File: config.mk
export PLATFORM = sky130hd
export DESIGN_NAME = div_sqrt_iter_ctrl
export DESIGN_NICKNAME = d
export VERILOG_FILES = /design/src/rtl/div_sqrt_iter_ctrl.sv
export SDC_FILE = /design/constraint.sdc
export NUM_CORES = 1
export LEC_CHECK = 0
export CAP_MARGIN = 20
export CELL_PAD_IN_SITES_DETAIL_PLACEMENT = 1
export CELL_PAD_IN_SITES_GLOBAL_PLACEMENT = 1
export CORE_MARGIN = 2
export CORE_UTILIZATION = 47
export CTS_BUF_LIST = sky130_fd_sc_hd__clkbuf_16
export CTS_CLUSTER_SIZE = 24
export DETAILED_ROUTE_END_ITERATION = 16
export PLACE_DENSITY = 0.81
export SLEW_MARGIN = 20
export SYNTH_ARGS = -nofsm -noshare
export SYNTH_HDL_FRONTEND = slang
export SYNTH_SLANG_ARGS = --single-unit
File: constraint.sdc
create_clock -name Clk_CI -period 5.1 [get_ports Clk_CI]
set_input_delay 1.02 -clock Clk_CI [delete_from_list [all_inputs] [get_ports Clk_CI]]
set_output_delay 1.02 -clock Clk_CI [all_outputs]
set_load 0.01 [all_outputs]
File: src/rtl/div_sqrt_iter_ctrl.sv
// Radix-2 non-restoring mantissa divide / square-root engine, one result bit per clock.
// Optional build macro DIV_SQRT_EARLY_TERM_EN: finish early when the partial remainder hits zero.
module div_sqrt_iter_ctrl #(
    parameter int WIDTH = 24
) (
    input  logic             Clk_CI,
    input  logic             Rst_RBI,
    input  logic             Div_start_SI,
    input  logic             Sqrt_start_SI,
    input  logic             Sqrt_odd_SI,
    input  logic             Kill_SI,
    input  logic [WIDTH-1:0] Mant_a_DI,
    input  logic [WIDTH-1:0] Mant_b_DI,
    output logic             Ready_SO,
    output logic             Done_SO,
    output logic [WIDTH+1:0] Quot_DO,
    output logic             Sticky_SO,
    output logic             Div_zero_SO
);
    localparam int N  = WIDTH + 2;
    localparam int RW = WIDTH + 4;
    localparam int CW = $clog2(N);
    localparam logic [CW-1:0] LAST = CW'(N - 1);

    typedef enum logic [1:0] {IDLE, ITER, CORR, FIN} state_e;

    state_e               state_q, state_d;
    logic [CW-1:0]        cnt_q, cnt_d;
    logic                 is_sqrt_q, is_sqrt_d;
    logic                 div0_q, div0_d;
    logic                 done_q, done_d;
    logic                 sticky_q, sticky_d;
    logic                 divz_q, divz_d;
    logic [N-1:0]         quot_q, quot_d;
    logic signed [RW-1:0] rem_q, rem_d;
    logic [N-1:0]         root_q, root_d;
    logic [2*N-1:0]       rad_q, rad_d;
    logic [WIDTH:0]       dsr_q, dsr_d;

    logic                 accept;
    logic                 rem_neg;
    logic signed [RW-1:0] dsr_ext;
    logic signed [RW-1:0] sqrt_base;
    logic signed [RW-1:0] rem_iter;
    logic signed [RW-1:0] rem_fix;
    logic [N-1:0]         root_iter;

    assign accept    = (state_q == IDLE) && (Div_start_SI || Sqrt_start_SI);
    assign rem_neg   = rem_q[RW-1];
    // Divisor is held as 2B so the first step 2R-2B weighs the quotient bit at 2^0.
    assign dsr_ext   = {{(RW-WIDTH-1){1'b0}}, dsr_q};
    assign sqrt_base = {rem_q[RW-3:0], rad_q[2*N-1 -: 2]};

    always_comb begin
        if (is_sqrt_q) begin
            rem_iter = rem_neg ? sqrt_base + $signed({root_q, 2'b11})
                               : sqrt_base - $signed({root_q, 2'b01});
            rem_fix  = rem_q + $signed({1'b0, root_q, 1'b1});
        end else begin
            rem_iter = rem_neg ? (rem_q <<< 1) + dsr_ext : (rem_q <<< 1) - dsr_ext;
            rem_fix  = rem_q + dsr_ext;
        end
        root_iter = {root_q[N-2:0], ~rem_iter[RW-1]};
    end

    always_comb begin
        state_d   = state_q;
        cnt_d     = cnt_q;
        is_sqrt_d = is_sqrt_q;
        div0_d    = div0_q;
        done_d    = 1'b0;
        quot_d    = quot_q;
        sticky_d  = sticky_q;
        divz_d    = divz_q;
        rem_d     = rem_q;
        root_d    = root_q;
        rad_d     = rad_q;
        dsr_d     = dsr_q;
        unique case (state_q)
            IDLE: begin
                if (accept) begin
                    is_sqrt_d = ~Div_start_SI;
                    div0_d    = Div_start_SI & ~Mant_b_DI[WIDTH-1];
                    divz_d    = 1'b0;
                    cnt_d     = '0;
                    rem_d     = Div_start_SI ? {{(RW-WIDTH){1'b0}}, Mant_a_DI} : '0;
                    root_d    = '0;
                    rad_d     = Sqrt_odd_SI ? {Mant_a_DI, {(2*N-WIDTH){1'b0}}}
                                            : {1'b0, Mant_a_DI, {(2*N-WIDTH-1){1'b0}}};
                    dsr_d     = {Mant_b_DI, 1'b0};
                    state_d   = (Div_start_SI && !Mant_b_DI[WIDTH-1]) ? FIN : ITER;
                end
            end
            ITER: begin
                if (Kill_SI) begin
                    state_d = IDLE;
                end else begin
                    rem_d  = rem_iter;
                    root_d = root_iter;
                    rad_d  = {rad_q[2*N-3:0], 2'b00};
                    cnt_d  = cnt_q + 1'b1;
                    if (cnt_q == LAST) state_d = CORR;
`ifdef DIV_SQRT_EARLY_TERM_EN
                    if (rem_iter == '0) begin
                        root_d  = root_iter << (LAST - cnt_q);
                        state_d = CORR;
                    end
`endif
                end
            end
            CORR: begin
                if (Kill_SI) begin
                    state_d = IDLE;
                end else begin
                    if (rem_neg) rem_d = rem_fix;
                    state_d = FIN;
                end
            end
            FIN: begin
                state_d  = IDLE;
                done_d   = 1'b1;
                quot_d   = div0_q ? '1 : root_q;
                sticky_d = !div0_q && (rem_q != '0);
                divz_d   = div0_q;
            end
            default: state_d = IDLE;
        endcase
    end

    always_ff @(posedge Clk_CI or negedge Rst_RBI) begin
        if (!Rst_RBI) begin
            state_q   <= IDLE;
            cnt_q     <= '0;
            is_sqrt_q <= 1'b0;
            div0_q    <= 1'b0;
            done_q    <= 1'b0;
            quot_q    <= '0;
            sticky_q  <= 1'b0;
            divz_q    <= 1'b0;
        end else begin
            state_q   <= state_d;
            cnt_q     <= cnt_d;
            is_sqrt_q <= is_sqrt_d;
            div0_q    <= div0_d;
            done_q    <= done_d;
            quot_q    <= quot_d;
            sticky_q  <= sticky_d;
            divz_q    <= divz_d;
        end
    end

    // Datapath registers are always loaded before use, so they carry no reset.
    always_ff @(posedge Clk_CI) begin
        rem_q  <= rem_d;
        root_q <= root_d;
        rad_q  <= rad_d;
        dsr_q  <= dsr_d;
    end

    assign Ready_SO    = (state_q == IDLE);
    assign Done_SO     = done_q;
    assign Quot_DO     = quot_q;
    assign Sticky_SO   = sticky_q;
    assign Div_zero_SO = divz_q;
endmodule
* Yosys cells after proc, flatten, opt, wreduce, memory -nomap -nowiden
Cells that the tools add are included.
** Storage, ports and cells
- Logic and storage cells :: 80
- Bits of input ports :: 54
- Bits in registers :: 168
- Output and inout port bits :: 30
** Operators by class
- Bitwise operators :: 4
- Equal/unequal tests :: 9
- Muxes and demuxes :: 30
- $add $sub $neg :: 7
- Reduce and logical (&&, ||, !) cells :: 17
** Operator list (count)
- 28-bit two-way mux :: 8
- 52-bit two-way mux :: 3
- 52-bit case mux with 2 select lines :: 1
- 28-bit case mux with 3 select lines :: 1
- 26-bit two-way mux :: 3
- 28-bit by 26-bit adder with 28-bit output :: 2
- 28-bit adder :: 2
- 26-bit case mux with 2 select lines :: 1
- 28-bit nonzero test :: 1
- 28-bit by 26-bit subtractor with 28-bit output :: 1
- 28-bit subtractor :: 1
- 24-bit two-way mux :: 1
- 2-bit two-way mux :: 5
- 5-bit two-way mux :: 2
- 5-bit case mux with 2 select lines :: 1
- 2-bit case mux with 4 select lines :: 1
- 2-bit inequality test (second input constant) :: 3
- 2-bit AND reduction :: 3
- 5-bit by 1-bit adder with 5-bit output (second input constant) :: 1
- 5-bit == test (second input constant) :: 1
- 5-bit AND reduction :: 1
- 2-bit == test (second input constant) :: 2
- 4-bit AND reduction :: 1
- 2-bit nonzero test :: 2
- other kinds (13) :: 19

* Longest topological paths before layout
Gate-level depths: netlist of the first run.
- Depth after elaboration :: 6
- Gate-level depth with buffers :: 18
- Gate-level depth less buffers :: 18

* Least setup slack after synthesis of the first run
Ideal clock, no wire load.
- Kind :: input to register
- Start :: input Div_start_SI
- End :: register cnt_q[3]
- Data required time :: 5.028 ns
- Setup slack :: 0.515 ns
- Library setup time :: 0.072 ns
- Data arrival time :: 4.513 ns
- Stages on the path :: 6
- Buffers on the path :: 0
- Cell sequence :: nor2_1 > and2_0 > a21oi_1 > nand4_1 > xor2_1 > nor2_1
** Between the ends
- Word-level cells in the longest chain between the ends :: 4
** Ends and longest elaborated chain
- start: declaration :: line 8 : input logic Div_start_SI,
- 1-bit logical OR :: line 48 : assign accept = (state_q == IDLE) && (Div_start_SI || Sqrt_start_SI);
- 1-bit logical AND :: line 48
- 2-bit by 1-bit inequality test with 1-bit output (no source line)
- 3-bit AND reduction (no source line)
- end signal: assignment :: line 142 : cnt_q <= cnt_d;
- end: declaration :: line 28 : logic [CW-1:0] cnt_q, cnt_d;
Every way passes these cells.
A chain may end at the register's enable or synchronous reset.

* Worst setup path after layout of the first run
- Start :: register dsr_q[2]
- End :: register rem_q[25] (data pin)
** Between the ends
- Word-level cells in the longest chain between the ends :: 5
- Elaborated cells between the ends (all ways) :: 10
- Those cells by class :: add/sub: 3; mux: 7
** Ends and longest elaborated chain
- start: declaration :: line 38 : logic [WIDTH:0] dsr_q, dsr_d;
- start signal: assignment :: line 157 : dsr_q <= dsr_d;
- 28-bit by 26-bit adder with 28-bit output, or another cell as far along :: line 61 : rem_fix = rem_q + dsr_ext;
- 28-bit two-way mux (on tied branches) :: line 55, 60
- 28-bit two-way mux (on tied branches) :: line 115, 55
- 28-bit two-way mux (on tied branches) :: line 112, 95
- 28-bit case mux with 3 select lines (*) :: line 79 : unique case (state_q)
- via rem_d[25] :: line 35 : logic signed [RW-1:0] rem_q, rem_d;
- end signal: assignment :: line 154 : rem_q <= rem_d;
- end: declaration :: line 35
Mark *: on every way through the listed nets, which the timed path passes. The rest lies on a longest branch. The select of a mux whose other input is x is not followed.

==> metrics.md, run 1 <==
| Metric | Value |
|---|---|
| CP delay by family, top | simple AND/OR/NAND/NOR gates |
| Synth Register Bits | roughly 140 |
| Placed insts | between 1500 and 2000 |
| Antenna Cells | 0 |
| Fin. Hold Viols | 0 |
| Area leader, netlist | edfxtp_1 |
| Outcome | finished clean |
| Die H | approximately 160 um |
| Via count | approximately 11000 |
| Num ports | 84 |
| Worst path most repeated cell | nand2_1 |
| Fin cells | approximately 1800 |
| Initial antenna violation count | 0 |
| Crit-path cells | nor3_1, nand2_1, nor4_2, and2_1, and3b_1, a21oi_1, xor2_1, ha_1, nand2_1, o21ai_1, o41ai_1, o21ai_0, or4_1, a32oi_1, o221ai_1 |
| Layout area overhead | 14.7% |
| Met1 WL | 17300 um |
| Final Cycle Share | 91.3% |
| Fillers | approximately 3000 |
| Clock Pin Slew Worst Setup and Hold Paths | 0.08 ns |
| Clock buffer count from CTS | 17 |
| Overflow after GRT | 0 |
| Cell count after synthesis | around 1400 |
| Slowest cell delay on critical path | roughly 0.53 ns |
| Max-slew violations | 0 |
| Max Freq | about 210 MHz |
| CTS tree | yes |
| Root buf cell | clkbuf_16 |
| Drt first pass iters | 5 |
| Drt via density | around 6.3 |
| Metal2 WL | about 21000 um |
| Vias in the first global route | around 11000 |
| Post-synth cell types | 82 |
| Placer Congestion | 0.957 |
| Crit path capture type | register |
| Hpwl dp | 31700 um |
| CP Data Arrival Time | about 4.8 ns |
| Post-synth EDFFs | 103 |
| Iter 0 DRT Violations | between 700 and 800 |
| Number of max-cap violations | 0 |
| Total track usage | a little under a third |
| Layout Nets | about 1600 |
| Slew Limit Headroom | around a quarter |
| Top cells by area, synth | edfxtp_1, ha_1, dfrtp_1 |
| CP startpoint kind | register |
| Core ar. | between 20000 and 30000 um^2 |
| Clk Latency, worst-skew pair | around 0.44 ns |
| Worst path slowest cell | o41ai_1 |
| Avg Cell Area, Syn | 8.89 um^2 |
| Die width | between 150 and 200 um |
| DR top layer | met4 |
| Detail Route Antenna Nets | 0 |
| Predominant post-synthesis flop cell | edfxtp_1 |
| # port buffers | 83 |
| Drt wl/cell | ~24 um |
| Clk buf depth | 2 |
| Buf/Inv on CP | 0 |
| CP Max Fanout | 7 |
| Clock Skews | around 0.016 ns |
| Post-synth top area share | around a quarter |
| Post-CTS Setup Repair Bufs | 0 |
| Worst hold path class | register to register |
| H-tree depth | 4 |
| RSZ-0062 raised after global routing | no |
| CTS sink cnt | around 140 |
| Post-synthesis cell area | between 10000 and 15000 um^2 |
| Pin count of the biggest net entering global routing | between 50 and 60 |
| Cts repair resizes | 0 |
| Final WL | roughly 42000 um |
| Yosys warns | 0 |
| Initial Util | between 40% and 50% |
| Setup TNS Final | 0 ns |
| Fraction of registers with async set/reset | 27.0% |
| Share of layout cells above drive strength 1 | 5.80% |
| Worst Tran Pin Value | about 1.1 ns |
| Min cycle time layout | around 4.7 ns |
| First-pass GRT wire length | ~65000 um |
| CP Class | register to register |
| Remaining DRCs | 0 |
| DIE AREA | around 27000 um^2 |
| Critical path data required time | about 5.3 ns |
| Rows | 58 |
| Hold buffers post-CTS | 0 |
| Sequential share of the synthesized area | 33.3% |
| Syn nets | 1534 |
| Routed wl met3 | between 2000 and 2500 um |
| Final setup fails | 0 |
worst reg2reg max path, delay by kind of cell, from the launching register on:
kind                       cells  cell delay, ns
and+or+nand+nor                7            2.09
AOI/OAI and AO/OA              6            1.28
DFF                            1            0.50
adders and majority gates      1            0.39
xor gates and xnor gates       1            0.15
cell usage in the layout (no fill, tap or decap), types with 6 or more instances in the layout:
cell type        synthesis  final
o31ai_1                  9      9
nor3_1                  16     16
nand3_1                 14     14
a21o_1                  35     35
o21a_1                  10     10
nor2_1                 133    133
o21bai_1                 9      9
mux2i_1                 28     28
o21ai_1                 12     12
nor4_1                   8      7
and3_1                   6      6
edfxtp_1               103    103
a31oi_1                 16     16
nor2b_1                 10     10
dfrtp_1                 38     38
clkbuf_16                0     17
a22oi_1                 13     13
inv_1                   42     42
nand2b_1                15     15
and2_1                  34     34
xnor2_1                 86     86
o211ai_1                23     23
o22ai_1                 10     10
buf_4                    0     12
ha_1                   110    108
a211oi_1                14     14
o21ai_0                 91     91
nand4_1                 10     10
a21oi_1                146    144
clkdlybuf4s50_1          0     81
xor2_1                  53     53
a221oi_1                12     12
nand2_1                123    123
cells in the mapped netlist, types with 9 or more instances:
| cell | number |
|---|---|
| and2_1 | 34 |
| o211ai_1 | 23 |
| o21ai_1 | 12 |
| a21oi_1 | 146 |
| nor2_1 | 133 |
| o21bai_1 | 9 |
| nand4_1 | 10 |
| inv_1 | 42 |
| o31ai_1 | 9 |
| a211oi_1 | 14 |
| nor3_1 | 16 |
| nor2b_1 | 10 |
| a221oi_1 | 12 |
| a21o_1 | 35 |
| dfrtp_1 | 38 |
| mux2i_1 | 28 |
| o22ai_1 | 10 |
| xor2_1 | 53 |
| xnor2_1 | 86 |
| ha_1 | 110 |
| o21a_1 | 10 |
| nand3_1 | 14 |
| clkbuf_1 | 42 |
| a22oi_1 | 13 |
| a31oi_1 | 16 |
| o21ai_0 | 91 |
| nand2_1 | 123 |
| nand2b_1 | 15 |
| edfxtp_1 | 103 |
cells by family after synthesis:
family | count (synthesis) | share of synthesized area, %
AO/OA/AOI/OAI | 461 | 24.4
AND/OR/NAND/NOR | 393 | 15.2
flip-flops | 141 | 33.3
XOR/XNOR | 139 | 10.0
adder cells (fa/ha/maj) | 113 | 11.8
buffers and inverters | 90 | 2.78
multiplexers | 30 | 2.49
final cells by class:
cell class | instances | area [um^2] | area share (%)
Tap cell | 330 | 413 | 2.96
Multi-Input combinational cell | 1136 | 7800 | 55.9
Clock buffer | 17 | 425 | 3.05
Inverter | 42 | 158 | 1.13
Clock inverter | 15 | 151 | 1.09
Sequential cell | 141 | 4040 | 29.0
Timing Repair Buffer | 97 | 951 | 6.82
sequential cells by signal (all words and copies together), names as in the netlist, 2 cells and up:
name / flops
rad_q: 25
root_q: 26
dsr_q: 24
Quot_DO: 26
cnt_q: 5
rem_q: 28
state_q: 2
layer usage:
layer  GRT usage [%]  vias up
met1            38.3     5541
li1                -     5212
met5               0        -
met4            13.1        0
met3            4.32      112
met2            54.7      338
worst paths after layout:
| path | slack [ns] | endpoint | from | cells after the start |
|---|---|---|---|---|
| worst min register to register | 0.53 | Quot_DO[20] | Quot_DO[20] | 2 |
| worst max register to register | 0.44 | rem_q[25] | dsr_q[2] | 15 |
| worst min-delay path | 0.53 | Quot_DO[20] | Quot_DO[20] | 2 |
| max in group asynchronous | 3.80 | Sticky_SO | Rst_RBI | 1 |
| worst max-delay path | 0.44 | rem_q[25] | dsr_q[2] | 15 |
| min in group asynchronous | 0.71 | cnt_q[2] | Rst_RBI | 1 |
stage by stage:
step	worst slack, ns	util [%]	hold slack (ns)	area, um^2
5_1_grt	0.0153	55.2	0.543	13900
4_1_cts	0.184	55.1	0.531	13900
3_3_place_gp	0.536	52.8	0.496	13300
2_1_floorplan	0.515	-	0.500	12200
3_5_place_dp	0.201	52.8	0.508	13300
6_report	0.443	55.2	0.525	13900
Power of run 1 is not shown: default switching activity piles up to over one toggle a cycle in this logic, so the estimate is an artifact.
==> inputs of run 2 (changes only) <==
Settings changed: CAP_MARGIN 20 to unset, CTS_CLUSTER_DIAMETER set to 80.
==> run 2 against run 1 <==
Against the previous run: via count down 0.31%; clock skew up 0.00061 ns; global-route usage is the same; first-iteration DRC count up 7.4%; worst hold slack improved by 0.0024 ns; sequential cell count is the same; final cell count is essentially flat; non-clock buffer count is 1 lower; die area did not move; count of clock-buffer cells in the layout unchanged; critical path depth unchanged; critical endpoint unchanged; largest cell class unchanged.
==> metrics.md, run 2 (same netlist as run 1, synthesis figures left out) <==
| Metric | Value |
|---|---|
| Outcome | finished clean |
| Core ar. | 25300 um^2 (unchanged) |
| RSZ-0062 raised after global routing | no |
| H-tree depth | 4 (unchanged) |
| Crit path capture type | register |
| CP Class | register to register |
| Max-slew violations | 0 (unchanged) |
| Initial Util | 48.1% (unchanged) |
| Detail Route Antenna Nets | 0 (unchanged) |
| Most frequent cells in the layout | a21oi_1, nor2_1, nand2_1 |
| CP startpoint kind | register |
| Initial antenna violation count | 0 (unchanged) |
| Drt via density | 6.28 (-0.26%) |
| # port buffers | 83 (unchanged) |
| Hpwl dp | 31700 um (unchanged) |
| Layout Nets | 1601 (-0.062%) |
| Register area | 4040 um^2 (unchanged) |
| Share of layout cells above drive strength 1 | 5.74% (-0.065 points) |
| Root buf cell | clkbuf_16 |
| Number of max-cap violations | 0 (unchanged) |
| Overflow after GRT | 0 (unchanged) |
| First-pass GRT wire length | 64500 um (unchanged) |
| DIE AREA | 27200 um^2 (unchanged) |
| Fin. Hold Viols | 0 (unchanged) |
| Num ports | 84 (unchanged) |
| Final WL | 41900 um (about the same) |
| Clk Latency, worst-skew pair | 0.44 ns (about the same) |
| CTS tree | yes |
| Slew Limit Headroom | 28.2% (+4.1 points) |
| Remaining DRCs | 0 (unchanged) |
| Final Cycle Share | 92.0% (+0.73 points) |
| Die width | 165 um (unchanged) |
| Clock Skews | 0.0168 ns (+0.000610 ns) |
| Drt first pass iters | 5 (unchanged) |
| Clock Pin Slew Worst Setup and Hold Paths | 0.08 ns (about the same) |
| Critical path data required time | 5.26 ns (-0.02 ns) |
| Hold buffers post-CTS | 0 (unchanged) |
| Worst Tran Pin Value | 1.07 ns (-0.0610 ns) |
| Placer Congestion | 0.957 (unchanged) |
| Fillers | 2958 (+0.17%) |
| Fin util | 55.1% (-0.079 points) |
| CP Data Arrival Time | 4.86 ns (+0.03 ns) |
| Drt wl/cell | 23.6 um (+0.10%) |
| Setup TNS Final | 0 ns (unchanged) |
| Final Hold Slack | 0.528 ns (+0.00244 ns) |
| Layout area overhead | 14.5% |
| Clk buf depth | 2 (unchanged) |
| Largest register FFs | 28 (unchanged) |
| Vias in the first global route | 11500 (unchanged) |
| Die H | 165 um (unchanged) |
| Antenna Cells | 0 (unchanged) |
| Min cycle time layout | 4.69 ns (+0.0371 ns) |
| CP Max Fanout | 7 (unchanged) |
| Final setup fails | 0 (unchanged) |
| Area of the multi-input gates | 7800 um^2 (unchanged) |
| CTS sink cnt | 141 (unchanged) |
| Max Freq | 213 MHz (-0.79%) |
| Pin count of the biggest net entering global routing | 58 (unchanged) |
| Iter 0 DRT Violations | 810 (+7.4%) |
| Clock buffer count from CTS | 17 (unchanged) |
| Fin cells | 1777 (-0.056%) |
| Placed insts | 1745 (unchanged) |
| Total track usage | 31.1% (unchanged) |
| Worst hold path class | register to register |
| Register name with the most flops | rem_q |
| Via count | 11200 (-0.31%) |
| Rows | 58 (unchanged) |
| Commonest non-fill, non-tap cell in the layout | a21oi_1 |
run 2: critical path, cell delays in order (launching register included):
cell and delay [ns]:
edfxtp_1 0.50, nor3_1 0.37, nand2_1 0.16, nor4_2 0.42, and2_1 0.27, and3b_1 0.26, a21oi_1 0.10, xor2_1 0.15
ha_1 0.39, nand2_1 0.10, o21ai_1 0.09, o41ai_1 0.53, o21ai_0 0.22, or4_1 0.50, a32oi_1 0.20, o221ai_1 0.16
run 2: area by class of cell:
| class | instances | area share (%) |
|---|---|---|
| Timing Repair Buffer | 96 | 6.69 |
| Inverter | 42 | 1.13 |
| Tap cell | 330 | 2.97 |
| Clock inverter | 15 | 1.09 |
| Sequential cell | 141 | 29.0 |
| Clock buffer | 17 | 3.06 |
| Multi-Input combinational cell | 1136 | 56.0 |
run 2: metal layers:
layer	track usage (%)	vias up	routed length, um
li1	-	5207	-
met1	38.3	5527	17600
met2	54.7	316	20600
met3	4.32	118	1950
met4	13.1	0	1770
met5	0	-	0
run 2: repair_timing:
item,4_1_cts,5_1_grt
setup endpoints to repair,0,2
gates resized for setup,0,1
buffers inserted,0,0
run 2: per-stage QoR:
stage / area [um^2] / setup WS, ns
after floorplan: 12200 / 0.515
after global placement: 13300 / 0.536
after detailed placement: 13300 / 0.201
after CTS: 13900 / 0.184
after global routing: 13900 / 0.0153
final: 13900 / 0.406
run 2: path summary, 6_finish.rpt:
check	from	end	slack [ns]	cells after the start
worst max-delay path	dsr_q[2]	rem_q[25]	0.41	15
worst min-delay path	Quot_DO[20]	Quot_DO[20]	0.53	2
worst max register to register	dsr_q[2]	rem_q[25]	0.41	15
worst min register to register	Quot_DO[20]	Quot_DO[20]	0.53	2
max in group asynchronous	Rst_RBI	Sticky_SO	3.78	1
min in group asynchronous	Rst_RBI	cnt_q[2]	0.71	1
Power of run 2 is left out for the same reason.
